<file path="config.mk">
export PLATFORM = sky130hd
export DESIGN_NAME = dmem_arbiter
export DESIGN_NICKNAME = d
export VERILOG_FILES = /design/src/rtl/dmem_arbiter_pkg.sv /design/src/rtl/dmem_arbiter_rr_arb2.sv /design/src/rtl/dmem_arbiter.sv
export SDC_FILE = /design/constraint.sdc
export NUM_CORES = 1
export LEC_CHECK = 0
export CAP_MARGIN = 40
export CORE_AREA = 2 2 118 120
export CTS_BUF_LIST = sky130_fd_sc_hd__clkbuf_8
export DETAILED_ROUTE_END_ITERATION = 10
export DIE_AREA = 0 0 120 122
export GPL_ROUTABILITY_DRIVEN = 0
export PLACE_DENSITY = 0.74
export SLEW_MARGIN = 20
export SYNTH_ARGS = -nofsm -noshare
export SYNTH_HDL_FRONTEND = slang
export SYNTH_HIERARCHICAL = 1
export SYNTH_SLANG_ARGS = --single-unit
</file>
<file path="constraint.sdc">
create_clock -name clk -period 2.4 [get_ports clk]
set_input_delay 0.48 -clock clk [delete_from_list [all_inputs] [get_ports clk]]
set_output_delay 0.48 -clock clk [all_outputs]
set_load 0.01 [all_outputs]
</file>
<file path="src/rtl/dmem_arbiter_pkg.sv">
// Shared definitions for the data-memory arbiter: FSM states and port indices.
package dmem_arbiter_pkg;

  typedef enum logic [1:0] {
    ST_IDLE  = 2'd0,
    ST_LOCK0 = 2'd1,
    ST_LOCK1 = 2'd2
  } state_t;

  localparam logic P0 = 1'b0;
  localparam logic P1 = 1'b1;

endpackage

</file>
<file path="src/rtl/dmem_arbiter_rr_arb2.sv">
// Two-way round-robin picker. A set mask bit removes that requester from
// consideration; on a tie the port that did not win last time is chosen.
module rr_arb2
  import dmem_arbiter_pkg::*;
(
  input  logic [1:0] req,
  input  logic       last_grant,
  input  logic [1:0] mask,
  output logic [1:0] gnt
);

  logic [1:0] eligible;

  // Pick at most one eligible requester, alternating on ties.
  always_comb begin
    eligible = req & ~mask;
    gnt      = '0;
    if (eligible == 2'b11) begin
      gnt = (last_grant == P0) ? 2'b10 : 2'b01;
    end else begin
      gnt = eligible;
    end
  end

endmodule

</file>
<file path="src/rtl/dmem_arbiter.sv">
// Shares a single-ported data memory between the CPU LSU (port 0) and the
// DMA/debug loader (port 1). Round-robin grant, optional bounded lock,
// registered read return with a one-cycle rvalid pulse.
module dmem_arbiter
  import dmem_arbiter_pkg::*;
#(
  parameter int ADDR_W   = 32,
  parameter int DATA_W   = 32,
  parameter int LOCK_MAX = 8
) (
  input  logic              clk,
  input  logic              rst_n,

  input  logic              req0_valid,
  input  logic              req0_we,
  input  logic [ADDR_W-1:0] req0_addr,
  input  logic [DATA_W-1:0] req0_wdata,
  input  logic              req0_lock,
  output logic              req0_ready,
  output logic              req0_rvalid,
  output logic [DATA_W-1:0] req0_rdata,

  input  logic              req1_valid,
  input  logic              req1_we,
  input  logic [ADDR_W-1:0] req1_addr,
  input  logic [DATA_W-1:0] req1_wdata,
  input  logic              req1_lock,
  output logic              req1_ready,
  output logic              req1_rvalid,
  output logic [DATA_W-1:0] req1_rdata,

  output logic [ADDR_W-1:0] mem_addr,
  output logic [DATA_W-1:0] mem_wdata,
  output logic              mem_read,
  output logic              mem_write,
  input  logic [DATA_W-1:0] mem_rdata
);

  localparam int CNT_W = (LOCK_MAX > 1) ? $clog2(LOCK_MAX) : 1;
  localparam logic [CNT_W-1:0] CNT_LAST = CNT_W'(LOCK_MAX - 1);

  state_t           state;
  logic             last_grant;
  logic [CNT_W-1:0] lock_cnt;
  logic [1:0]       mask;
  logic [1:0]       gnt_raw;
  logic [1:0]       gnt;

  // A lock masks off the port that does not own the memory.
  always_comb begin
    mask = '0;
    case (state)
      ST_LOCK0: mask = 2'b10;
      ST_LOCK1: mask = 2'b01;
      default:  mask = '0;
    endcase
  end

  rr_arb2 u_rr_arb2 (
    .req        ({req1_valid, req0_valid}),
    .last_grant (last_grant),
    .mask       (mask),
    .gnt        (gnt_raw)
  );

  // Grant and memory drive; everything is held quiet while reset is low.
  always_comb begin
    gnt        = rst_n ? gnt_raw : '0;
    req0_ready = gnt[0];
    req1_ready = gnt[1];
    mem_addr   = '0;
    mem_wdata  = '0;
    mem_read   = 1'b0;
    mem_write  = 1'b0;
    if (gnt[0]) begin
      mem_addr  = req0_addr;
      mem_wdata = req0_wdata;
      mem_read  = ~req0_we;
      mem_write = req0_we;
    end else if (gnt[1]) begin
      mem_addr  = req1_addr;
      mem_wdata = req1_wdata;
      mem_read  = ~req1_we;
      mem_write = req1_we;
    end
  end

  // Lock FSM, round-robin history and registered read return.
  always_ff @(posedge clk) begin
    if (!rst_n) begin
      state       <= ST_IDLE;
      last_grant  <= P1;
      lock_cnt    <= '0;
      req0_rvalid <= 1'b0;
      req1_rvalid <= 1'b0;
      req0_rdata  <= '0;
      req1_rdata  <= '0;
    end else begin
      req0_rvalid <= 1'b0;
      req1_rvalid <= 1'b0;
      if (gnt[0] && !req0_we) begin
        req0_rvalid <= 1'b1;
        req0_rdata  <= mem_rdata;
      end
      if (gnt[1] && !req1_we) begin
        req1_rvalid <= 1'b1;
        req1_rdata  <= mem_rdata;
      end

      if (gnt[0]) begin
        last_grant <= P0;
      end else if (gnt[1]) begin
        last_grant <= P1;
      end

      case (state)
        ST_IDLE: begin
          if (gnt[0] && req0_lock) begin
            state    <= ST_LOCK0;
            lock_cnt <= '0;
          end else if (gnt[1] && req1_lock) begin
            state    <= ST_LOCK1;
            lock_cnt <= '0;
          end
        end
        // The bound check comes first so a lock request in the final
        // cycle cannot extend ownership.
        ST_LOCK0: begin
          if (lock_cnt == CNT_LAST || (gnt[0] && !req0_lock)) begin
            state    <= ST_IDLE;
            lock_cnt <= '0;
          end else begin
            lock_cnt <= lock_cnt + CNT_W'(1);
          end
        end
        ST_LOCK1: begin
          if (lock_cnt == CNT_LAST || (gnt[1] && !req1_lock)) begin
            state    <= ST_IDLE;
            lock_cnt <= '0;
          end else begin
            lock_cnt <= lock_cnt + CNT_W'(1);
          end
        end
        default: begin
          state    <= ST_IDLE;
          lock_cnt <= '0;
        end
      endcase
    end
  end

endmodule

</file>
==> flow_metrics.py, run 1 <==
metrics = {
    "cts": {
        "clock_latency_ns": 0.34,
        "clkTransAtPathRegs_ns": 0.07,
        "ctsHoldBuffers": 0,
        "cts_buffer_depth": 2,
        "tritoncts": "built",
        "cts_htree_levels": 3,
        "cts_sinks": 72,
        "cts_root_buf": "clkbuf_8",
        "cts-buffers-inserted": 9,
    },
    "power_and_ir_drop": {
        "peakVddDrop_v": 0.000370,
        "switching_share": 0.301,
        "powerDensity_mw_per_mm2": 594,
        "power.total_mw": 4.20,
        "seq_power_share": 0.332,
        "pwr-share-comb": 0.422,
        "intPower_mw": 2.94,
        "p_leak_nw": 2.84,
        "power.switching_mw": 1.27,
        "clkPwrFrac": 0.245,
    },
    "global_route": {
        "grt_pass1_vias": 4150,
        "grt_max_degree": 66,
        "grt_pass1_wl_um": 23300,
        "antenna_found_initial": 4,
        "grt.overflow.total": 0,
        "grt_usage": 0.210,
    },
    "timing": {
        "rsz0062_at_grt": "true",
        "post-route-period-util": 1.09,
        "layout_setup_ws_ns": -0.227,
        "worst_pin_slew_ns": 0.678,
        "max_freq_mhz": 381,
        "finalHoldViolCount": 0,
        "clock_skew_ns": 0.00552,
        "slew_headroom": 0.548,
        "slew_violations": 0,
        "final-setup-viol-count": 65,
        "min_period_ns": 2.63,
    },
    "min_path": {
        "hold_path_class": "register to register",
        "hold_depth": 2,
    },
    "yosys": {
        "synth_area_mm2": 0.00333,
        "yosys.area.top_type": "dfxtp_1",
        "seq_area_frac_synth": 0.433,
        "yosys_warnings": 6,
        "synth_area_leaders": "dfxtp_1 (43%), a22o_1 (17%), nand2_1 (15%)",
        "synth_cell_types": 28,
        "syn_avg_cell_area_um2": 8.12,
        "ys_ff_latch": 72,
        "synthCells": 410,
        "synth_top_area_share": 0.433,
        "synth_nets": 584,
    },
    "critical_path": {
        "crit_chain": "clkdlybuf4s50_1, nand2b_4, o21a_4, nor2_4, buf_12, buf_8, buf_16, a22o_1, buf_6",
        "crit_path_start_kind": "input port",
        "crit_arrival_ns": 2.15,
        "crit_type": "input port to primary output",
        "crit_path_end_kind": "primary output",
        "cp_max_fo": 6,
        "reg2reg_depth": 11,
        "worst_ep_required_time_ns": 1.92,
        "critical_path.slowest_cell": "clkdlybuf4s50_1",
        "critPathMaxStageDelay_ns": 0.51,
    },
    "final_layout": {
        "seq_area_mm2": 0.00144,
        "fin_nets": 900,
        "mostFrequentLayoutCell": "clkdlybuf4s50_1",
        "fillers": 1263,
        "final_cell_mix": "clkdlybuf4s50_1 (232), nand2_1 (131), dfxtp_1 (70)",
        "multi_input_area_mm2": 0.00178,
        "utilization": 0.524,
        "area_growth_syn_to_layout_pct": 113,
        "drive_above_1_share": 0.196,
    },
    "route": {
        "drt_iter0_drc": 235,
        "remaining_drc_errors": 0,
        "wl_per_cell_um": 18.6,
        "first_pass_iters": 4,
        "num_vias": 4297,
        "ant_nets": 0,
        "drt-vias-per-instance": 4.72,
        "wl_um": 17000,
    },
    "die": {
        "die_area_mm2": 0.0146,
        "initial_core_util": 0.247,
        "num_rows": 43,
        "io_pins": 302,
        "coreArea_mm2": 0.0135,
        "die_h_um": 122,
        "die_x_um": 120,
    },
    "placement": {
        "port_buffers": 301,
        "hpwl_um": 12100,
    },
    "run_status": {
        "violations": "setup timing",
        "status": "finished, violations left",
    },
    "flow_run": {
        "maxCapViolations": 0,
    },
}
## critical path, delay by kind of cell
family / cells / cell delay, ns
AO/OA/AOI/OAI: 2 / 0.40
buffers and inverters: 5 / 1.01
AND/OR/NAND/NOR: 2 / 0.25
## metrics by stage
step | hold slack [ns] | setup WS (ns) | TNS (ns) | cell area (um^2) | cells
finish | 0.459 | -0.227 | -11.02 | 7080 | 911
global route | 0.472 | -0.282 | -14.99 | 7080 | 911
CTS | 0.462 | -0.257 | -11.73 | 7060 | 903
detailed placement | 0.452 | -0.623 | -33.65 | 6560 | 872
global placement | 0.437 | -0.622 | -33.38 | 6560 | 872
floorplan | 0.440 | 0.220 | 0 | 3330 | 410
## kinds of logic after synthesis
family,Yosys count,share of synthesized area
DFF,72,0.433
and+or+nand+nor,147,0.178
adders and majority gates,6,0.0225
AOI/OAI and AO/OA,143,0.297
buffers and inverters,42,0.0695
## synth_stat cells
cell / count
dfxtp_1: 72
o221a_1: 1
o32ai_1: 2
a22oi_1: 1
nand4b_1: 1
buf_2: 17
o21ai_0: 62
nand4_1: 2
nor2b_1: 1
nor2b_4: 1
nand2b_1: 1
inv_2: 1
nand2_1: 131
nor2_2: 1
nand3_1: 1
inv_1: 5
clkbuf_1: 5
o21a_1: 2
nor2_1: 4
a32o_2: 1
buf_4: 14
a21boi_0: 1
nand2_2: 2
nand3b_1: 2
o21ai_1: 4
a21oi_1: 4
a22o_1: 65
ha_1: 6
## cell type report
class,count,share of cell area
clock buffers,10,0.0194
repair buffers,341,0.478
multi-input cells,296,0.252
clock inverters,4,0.0101
inverters,6,0.00495
well taps,180,0.0318
flip-flops and latches,72,0.204
diodes,2,0.000707
## worst paths after layout
kind / slack [ns] / end / start
setup reg to reg: 0.29 / state[0]$_SDFFE_PN0P_ / state[0]$_SDFFE_PN0P_
hold / removal: 0.46 / req0_rdata[4]$_SDFFE_PN0P_ / req0_rdata[4]$_SDFFE_PN0P_
hold reg to reg: 0.46 / req0_rdata[4]$_SDFFE_PN0P_ / req0_rdata[4]$_SDFFE_PN0P_
setup / recovery: -0.23 / mem_wdata[2] / req1_valid
## per-layer routing
layer  wire [um]  share of wire  vias to the layer above  track usage
met1        6560           0.39                     1994        0.232
met3        1500          0.088                       24       0.0782
met2        8560           0.50                      210        0.366
met5          26         0.0015                        -            0
li1            -              -                     2065            -
met4         337          0.020                        4       0.0824
## state kept, by name, summed over array words and instances, names as in the netlist
signal,count
req1_rdata,32
req0_rdata,32
last_grant,1
state,2
req1_rvalid,1
lock_cnt,3
req0_rvalid,1
## power by group through the flow
| stage | clock network (mW) | logic, mW | registers (mW) |
|---|---|---|---|
| after CTS | 1.07 | 1.71 | 1.40 |
| after detailed placement | 0 | 1.57 | 1.41 |
| after global routing | 1.11 | 1.88 | 1.41 |
| after global placement | 0 | 1.54 | 1.41 |
| final | 1.03 | 1.78 | 1.40 |
| after floorplan | 0 | 0.562 | 1.46 |
## repair_timing
action / 4_1_cts / 5_1_grt
setup endpoints to repair: 68 / 68
pin swaps: 11 / 17
cloned: 8 / 3
setup buffers: 10 / 6
gates resized for setup: 268 / 64
No activity file was read; power rests on OpenSTA's default activity.
==> inputs of run 2 (changes only) <==
--- a/config.mk
+++ b/config.mk
@@ -6,14 +6,14 @@
 export NUM_CORES = 1
 export LEC_CHECK = 0
 export CAP_MARGIN = 40
-export CORE_AREA = 2 2 118 120
-export CTS_BUF_LIST = sky130_fd_sc_hd__clkbuf_8
+export CORE_AREA = 2 2 117 119
+export CTS_BUF_LIST = sky130_fd_sc_hd__clkbuf_16
 export DETAILED_ROUTE_END_ITERATION = 10
-export DIE_AREA = 0 0 120 122
+export DIE_AREA = 0 0 119 121
 export GPL_ROUTABILITY_DRIVEN = 0
-export PLACE_DENSITY = 0.74
+export MAX_ROUTING_LAYER = met4
+export PLACE_DENSITY = 0.76
 export SLEW_MARGIN = 20
 export SYNTH_ARGS = -nofsm -noshare
 export SYNTH_HDL_FRONTEND = slang
-export SYNTH_HIERARCHICAL = 1
 export SYNTH_SLANG_ARGS = --single-unit
==> run 2 against run 1 <==
- the flow still finishes with violations (setup timing)
- register-to-register slack worse by 0.15 ns
- hold slack worse by 0.0032 ns
- die area down 1.6%
- critical endpoint is now mem_addr[14]
==> flow_metrics.py, run 2 <==
metrics = {
    "min_path": {
        "hold_path_class": "register to register",
        "worstHoldStart": "req0_rdata[26]$_SDFFE_PN0P_",
        "min_to": "req0_rdata[26]$_SDFFE_PN0P_",
        "hold_depth": 2,
    },
    "timing": {
        "min_period_ns": 2.55,
        "fin_tns_setup_ns": -7.32,
        "slew_headroom": 0.594,
        "final-setup-viol-count": 65,
        "layout_setup_ws_ns": -0.155,
        "rsz0062_at_grt": "true",
        "max_freq_mhz": 391,
        "clock_skew_ns": 0.00877,
        "post-route-period-util": 1.06,
        "finalHoldViolCount": 0,
        "slew_violations": 0,
        "worst_pin_slew_ns": 0.609,
    },
    "power_and_ir_drop": {
        "powerDensity_mw_per_mm2": 568,
        "pwr-share-comb": 0.382,
        "power.switching_mw": 1.17,
        "seq_power_share": 0.317,
        "p_leak_nw": 2.93,
        "clkPwrFrac": 0.301,
        "peakVddDrop_v": 0.000440,
        "switching_share": 0.283,
        "intPower_mw": 2.97,
    },
    "route": {
        "dr_wl_met2_um": 8480,
        "met3_length_um": 1540,
        "met1_length_um": 7210,
        "ant_nets": 0,
        "num_vias": 4364,
        "first_pass_iters": 4,
        "wl_um": 17400,
        "drt-vias-per-instance": 4.71,
        "drt_iter0_drc": 224,
        "highest_layer": "met4",
        "remaining_drc_errors": 0,
        "wl_per_cell_um": 18.8,
    },
    "die": {
        "num_rows": 42,
        "io_pins": 302,
        "coreArea_mm2": 0.0131,
        "die_area_mm2": 0.0144,
        "die_x_um": 119,
        "die_h_um": 121,
        "initial_core_util": 0.263,
    },
    "yosys": {
        "synth_edf_count": 0,
        "synthArstFlopShare": 0,
        "synth_nets": 586,
        "synth_commonest_cells": "nand2_1 (137), dfxtp_1 (72), a22o_1 (65), a21boi_0 (48), clkbuf_1 (24)",
        "ys_ff_latch": 72,
        "yosysMostFrequentCell": "nand2_1",
        "yosys_warnings": 0,
        "synth_area_mm2": 0.00345,
        "synth_area_leaders": "dfxtp_1 (42%), a22o_1 (17%), nand2_1 (15%)",
        "yosys.area.top_type": "dfxtp_1",
        "seq_area_frac_synth": 0.418,
        "synthCells": 412,
        "synth_ff_type": "dfxtp_1",
        "synth_top_area_share": 0.418,
        "syn_avg_cell_area_um2": 8.36,
        "synth_cell_types": 25,
    },
    "placement": {
        "dp_slack_ns": -0.664,
        "hpwl_um": 12700,
        "port_buffers": 301,
    },
    "critical_path": {
        "crit_type": "register to primary output",
        "regToRegEndpoint": "lock_cnt[2]$_SDFFE_PN0P_",
        "reg2reg_depth": 10,
        "reg2reg_slack_ns": 0.14,
        "r2r_start": "state[1]$_SDFFE_PN0P_",
        "crit_path_start_kind": "register",
        "cp_max_fo": 6,
        "worst_ep_required_time_ns": 1.92,
        "crit_arrival_ns": 2.07,
        "crit_path_end_kind": "primary output",
    },
    "final_layout": {
        "reg_top3": "req0_rdata x32, req1_rdata x32, lock_cnt x3",
        "mostFrequentLayoutCell": "clkdlybuf4s50_1",
        "utilization": 0.558,
        "fin_nets": 913,
        "area_growth_syn_to_layout_pct": 112,
        "seq_area_mm2": 0.00145,
        "final_cell_mix": "clkdlybuf4s50_1 (230), nand2_1 (136), dfxtp_1 (70)",
        "multi_input_area_mm2": 0.00189,
        "fillers": 1187,
        "drive_above_1_share": 0.202,
    },
    "run_status": {
        "status": "finished, violations left",
        "violations": "setup timing",
    },
    "cts": {
        "cts-buffers-inserted": 9,
        "cts_buffer_depth": 2,
        "cts_sinks": 72,
        "clkTransAtPathRegs_ns": 0.05,
        "clock_latency_ns": 0.33,
        "cts_root_buf": "clkbuf_16",
        "cts_htree_levels": 3,
        "tritoncts": "built",
    },
    "global_route": {
        "grt_usage": 0.234,
        "grt.overflow.total": 0,
        "grt_pass1_vias": 4363,
        "grt_max_degree": 72,
        "antenna_found_initial": 8,
        "grt_pass1_wl_um": 25000,
    },
    "flow_run": {
        "maxCapViolations": 0,
    },
}
[run 2: metrics by stage]
stage / power (mW) / area (um^2) / instances / hold slack (ns)
finish: 4.14 / 7300 / 927 / 0.456
global route: 4.34 / 7300 / 927 / 0.483
CTS: 4.13 / 7170 / 916 / 0.455
detailed placement: 2.82 / 6880 / 885 / 0.448
global placement: 2.78 / 6880 / 885 / 0.440
floorplan: 1.87 / 3450 / 412 / 0.439
[run 2: worst max-delay path by stage]
stage | cells past startpoint | endpoint | slack [ns] | from
3_3_place_gp | 6 | mem_wdata[2] | -0.63 | req1_valid
3_5_place_dp | 6 | mem_wdata[27] | -0.66 | req1_valid
6_report | 7 | mem_addr[14] | -0.15 | state[1]$_SDFFE_PN0P_
4_1_cts | 11 | mem_addr[5] | -0.24 | state[1]$_SDFFE_PN0P_
5_1_grt | 10 | mem_addr[5] | -0.22 | state[1]$_SDFFE_PN0P_
2_1_floorplan | 7 | mem_wdata[10] | 0.03 | state[1]$_SDFFE_PN0P_
[run 2: power groups by stage]
stage / Sequential, mW / Combinational, mW / Clock, mW
floorplan: 1.36 / 0.514 / 0
global placement: 1.33 / 1.46 / 0
detailed placement: 1.33 / 1.49 / 0
CTS: 1.31 / 1.53 / 1.29
global route: 1.32 / 1.68 / 1.34
finish: 1.31 / 1.58 / 1.25
[run 2: kinds of logic (layout without fill, tap and decap cells)]
logic type | count (synthesis) | in the layout | synth area share
compound gates | 140 | 140 | 0.333
fa+ha+maj | 6 | 6 | 0.0218
buf+inv | 44 | 374 | 0.0516
flops | 72 | 72 | 0.418
other cells | 0 | 8 | 0
simple gates | 150 | 151 | 0.176
[run 2: worst max-delay path, cell delays in order, from the launching register on]
cell and delay, ns:
dfxtp_2 0.33, inv_2 0.05, ha_4 0.16, or3b_4 0.40
and3_4 0.25, clkbuf_16 0.18, a22o_1 0.23, buf_2 0.14
[run 2: timing repair]
item	CTS	global route
pin swaps	12	19
setup buffers	10	3
gates resized for setup	305	30
endpoints found under the setup margin	103	116
gates cloned	7	3
hold buffers	0	0
[run 2: metal layers]
metal / global-route usage / vias up
met2: 0.380 / 181
li1: - / 2108
met3: 0.0926 / 13
met1: 0.277 / 2062
met4: 0.0432 / 0
met5: - / -
[run 2: layout make-up]
class / instances / share of cell area
Inverter: 7 / 0.00360
Antenna cell: 8 / 0.00274
Timing Repair Buffer: 352 / 0.468
Clock inverter: 6 / 0.00737
Sequential cell: 72 / 0.198
Clock buffer: 9 / 0.0309
Tap cell: 176 / 0.0302
Multi-Input combinational cell: 297 / 0.259
==> inputs of run 3 (changes only) <==
--- a/config.mk
+++ b/config.mk
@@ -6,13 +6,15 @@
 export NUM_CORES = 1
 export LEC_CHECK = 0
 export CAP_MARGIN = 40
-export CORE_AREA = 2 2 117 119
+export CORE_ASPECT_RATIO = 0.5
+export CORE_MARGIN = 1.5
+export CORE_UTILIZATION = 32
 export CTS_BUF_LIST = sky130_fd_sc_hd__clkbuf_16
 export DETAILED_ROUTE_END_ITERATION = 10
-export DIE_AREA = 0 0 119 121
 export GPL_ROUTABILITY_DRIVEN = 0
 export MAX_ROUTING_LAYER = met4
-export PLACE_DENSITY = 0.76
+export PLACE_DENSITY = 0.89
+export SKIP_LAST_GASP = 1
 export SLEW_MARGIN = 20
 export SYNTH_ARGS = -nofsm -noshare
 export SYNTH_HDL_FRONTEND = slang
==> run 3 against run 2 <==
- the flow still finishes with violations (setup timing)
- largest cell class unchanged
- design area up 1.5%
- clock power about the same
- critical path type unchanged
- maximum frequency down 5.4%
==> flow_metrics.py, run 3 (synthesis gave the netlist of run 2 again) <==
metrics = {
    "cts": {
        "clkTransAtPathRegs_ns": 0.05,
        "clock_latency_ns": 0.33,
        "ctsHoldBuffers": 0,
        "cts_buffer_depth": 2,
        "cts_root_buf": "clkbuf_16",
        "tritoncts": "built",
        "cts_htree_levels": 3,
        "cts_sinks": 72,
        "cts-buffers-inserted": 9,
    },
    "timing": {
        "layout_setup_ws_ns": -0.300,
        "max_freq_mhz": 370,
        "slew_headroom": 0.703,
        "clock_skew_ns": 0.00614,
        "min_period_ns": 2.70,
        "finalHoldViolCount": 0,
        "final-setup-viol-count": 69,
        "worst_pin_slew_ns": 0.445,
        "rsz0062_at_grt": "true",
        "post-route-period-util": 1.12,
        "slew_violations": 0,
    },
    "critical_path": {
        "crit_arrival_ns": 2.22,
        "cp_max_fo": 5,
        "worst_ep_required_time_ns": 1.92,
        "r2r_start": "state[1]$_SDFFE_PN0P_",
        "crit_path_start_kind": "register",
        "crit_type": "register to primary output",
        "crit_path_end_kind": "primary output",
        "regToRegEndpoint": "lock_cnt[2]$_SDFFE_PN0P_",
        "reg2reg_depth": 11,
        "reg2reg_slack_ns": -0.10,
    },
    "final_layout": {
        "instances_no_fill": 890,
        "area_growth_syn_to_layout_pct": 115,
        "final_cell_mix": "clkdlybuf4s50_1 (231), nand2_1 (136), dfxtp_1 (70)",
        "reg_top3": "req0_rdata x32, req1_rdata x32, lock_cnt x3",
        "mostFrequentLayoutCell": "clkdlybuf4s50_1",
        "fin_nets": 919,
        "fillers": 796,
        "drive_above_1_share": 0.194,
    },
    "route": {
        "remaining_drc_errors": 0,
        "drt-vias-per-instance": 4.97,
        "drt_iter0_drc": 227,
        "first_pass_iters": 4,
        "wl_um": 16700,
        "num_vias": 4419,
        "ant_nets": 0,
        "wl_per_cell_um": 18.8,
    },
    "global_route": {
        "grt_pass1_vias": 4376,
        "grt_usage": 0.289,
        "grt_max_degree": 50,
        "grt.overflow.total": 0,
        "grt_pass1_wl_um": 24500,
        "antenna_found_initial": 2,
    },
    "power_and_ir_drop": {
        "switching_share": 0.281,
        "p_leak_nw": 3.01,
        "power.switching_mw": 1.18,
        "peakVddDrop_v": 0.000566,
        "intPower_mw": 3.03,
        "pwr-share-comb": 0.395,
        "seq_power_share": 0.312,
        "power.total_mw": 4.21,
        "powerDensity_mw_per_mm2": 568,
        "clkPwrFrac": 0.294,
    },
    "die": {
        "io_pins": 302,
        "die_h_um": 76.4,
        "die_x_um": 150,
        "initial_core_util": 0.333,
        "die_area_mm2": 0.0114,
        "num_rows": 26,
        "coreArea_mm2": 0.0103,
    },
    "min_path": {
        "hold_depth": 2,
        "hold_path_class": "register to register",
        "min_to": "req0_rdata[7]$_SDFFE_PN0P_",
        "worstHoldStart": "req0_rdata[7]$_SDFFE_PN0P_",
    },
    "placement": {
        "hpwl_um": 11500,
        "placed_cells": 841,
        "port_buffers": 301,
    },
    "run_status": {
        "status": "finished, violations left",
        "violations": "setup timing",
    },
    "flow_run": {
        "maxCapViolations": 0,
    },
}
-- run 3: worst max path at each step --
stage / startpoint / to / slack (ns) / cells past startpoint
2_1_floorplan: state[1]$_SDFFE_PN0P_ / mem_wdata[10] / 0.03 / 7
3_3_place_gp: req1_valid / mem_wdata[17] / -0.62 / 6
3_5_place_dp: req0_valid / mem_wdata[17] / -0.64 / 6
4_1_cts: state[1]$_SDFFE_PN0P_ / mem_addr[17] / -0.28 / 7
5_1_grt: state[1]$_SDFFE_PN0P_ / mem_wdata[0] / -0.35 / 9
6_report: state[1]$_SDFFE_PN0P_ / mem_wdata[5] / -0.30 / 9
-- run 3: final cells by class --
class | instances | area, um^2 | share of cell area
Clock inverter | 5 | 50.0 | 0.00676
Multi-Input combinational cell | 296 | 1910 | 0.257
Antenna cell | 2 | 5.00 | 0.000676
Tap cell | 140 | 175 | 0.0237
Sequential cell | 72 | 1450 | 0.195
Clock buffer | 9 | 225 | 0.0304
Inverter | 7 | 28.8 | 0.00389
Timing Repair Buffer | 359 | 3570 | 0.482
-- run 3: repair_timing --
item | 4_1_cts | 5_1_grt
buffers inserted | 15 | 9
hold endpoints to repair | 0 | 0
gates resized for setup | 210 | 67
gates cloned | 9 | 2
pin swaps | 8 | 16
endpoints found under the setup margin | 101 | 130
-- run 3: critical path, cell delays in order (launching register included) --
cell	delay, ns
dfxtp_2	0.34
inv_2	0.06
ha_4	0.16
or3b_4	0.37
and3_4	0.24
buf_12	0.14
buf_16	0.12
buf_12	0.12
a22o_1	0.21
buf_2	0.13
-- run 3: stage by stage --
| step | area [um^2] | hold slack, ns | TNS (ns) | setup WS [ns] | util |
|---|---|---|---|---|---|
| after floorplan | 3450 | 0.439 | 0 | 0.0260 | - |
| after detailed placement | 6720 | 0.445 | -52.88 | -0.640 | 0.649 |
| final | 7400 | 0.451 | -13.72 | -0.300 | 0.716 |
| after CTS | 7300 | 0.452 | -13.84 | -0.282 | 0.706 |
| after global placement | 6720 | 0.440 | -50.27 | -0.622 | 0.649 |
| after global routing | 7400 | 0.473 | -18.53 | -0.354 | 0.716 |
-- run 3: per-layer routing --
layer / GRT usage / wire length, um
met5: - / 0
met4: 0.121 / 602
met3: 0.0796 / 1320
met1: 0.330 / 6550
met2: 0.477 / 8260
-- run 3: power by group through the flow --
stage                     Clock (mW)  Combinational (mW)  Sequential (mW)
after floorplan                    0               0.514             1.36
after global placement             0                1.39             1.33
after detailed placement           0                1.42             1.33
after CTS                       1.27                1.56             1.31
after global routing            1.33                1.75             1.32
final                           1.24                1.66             1.31
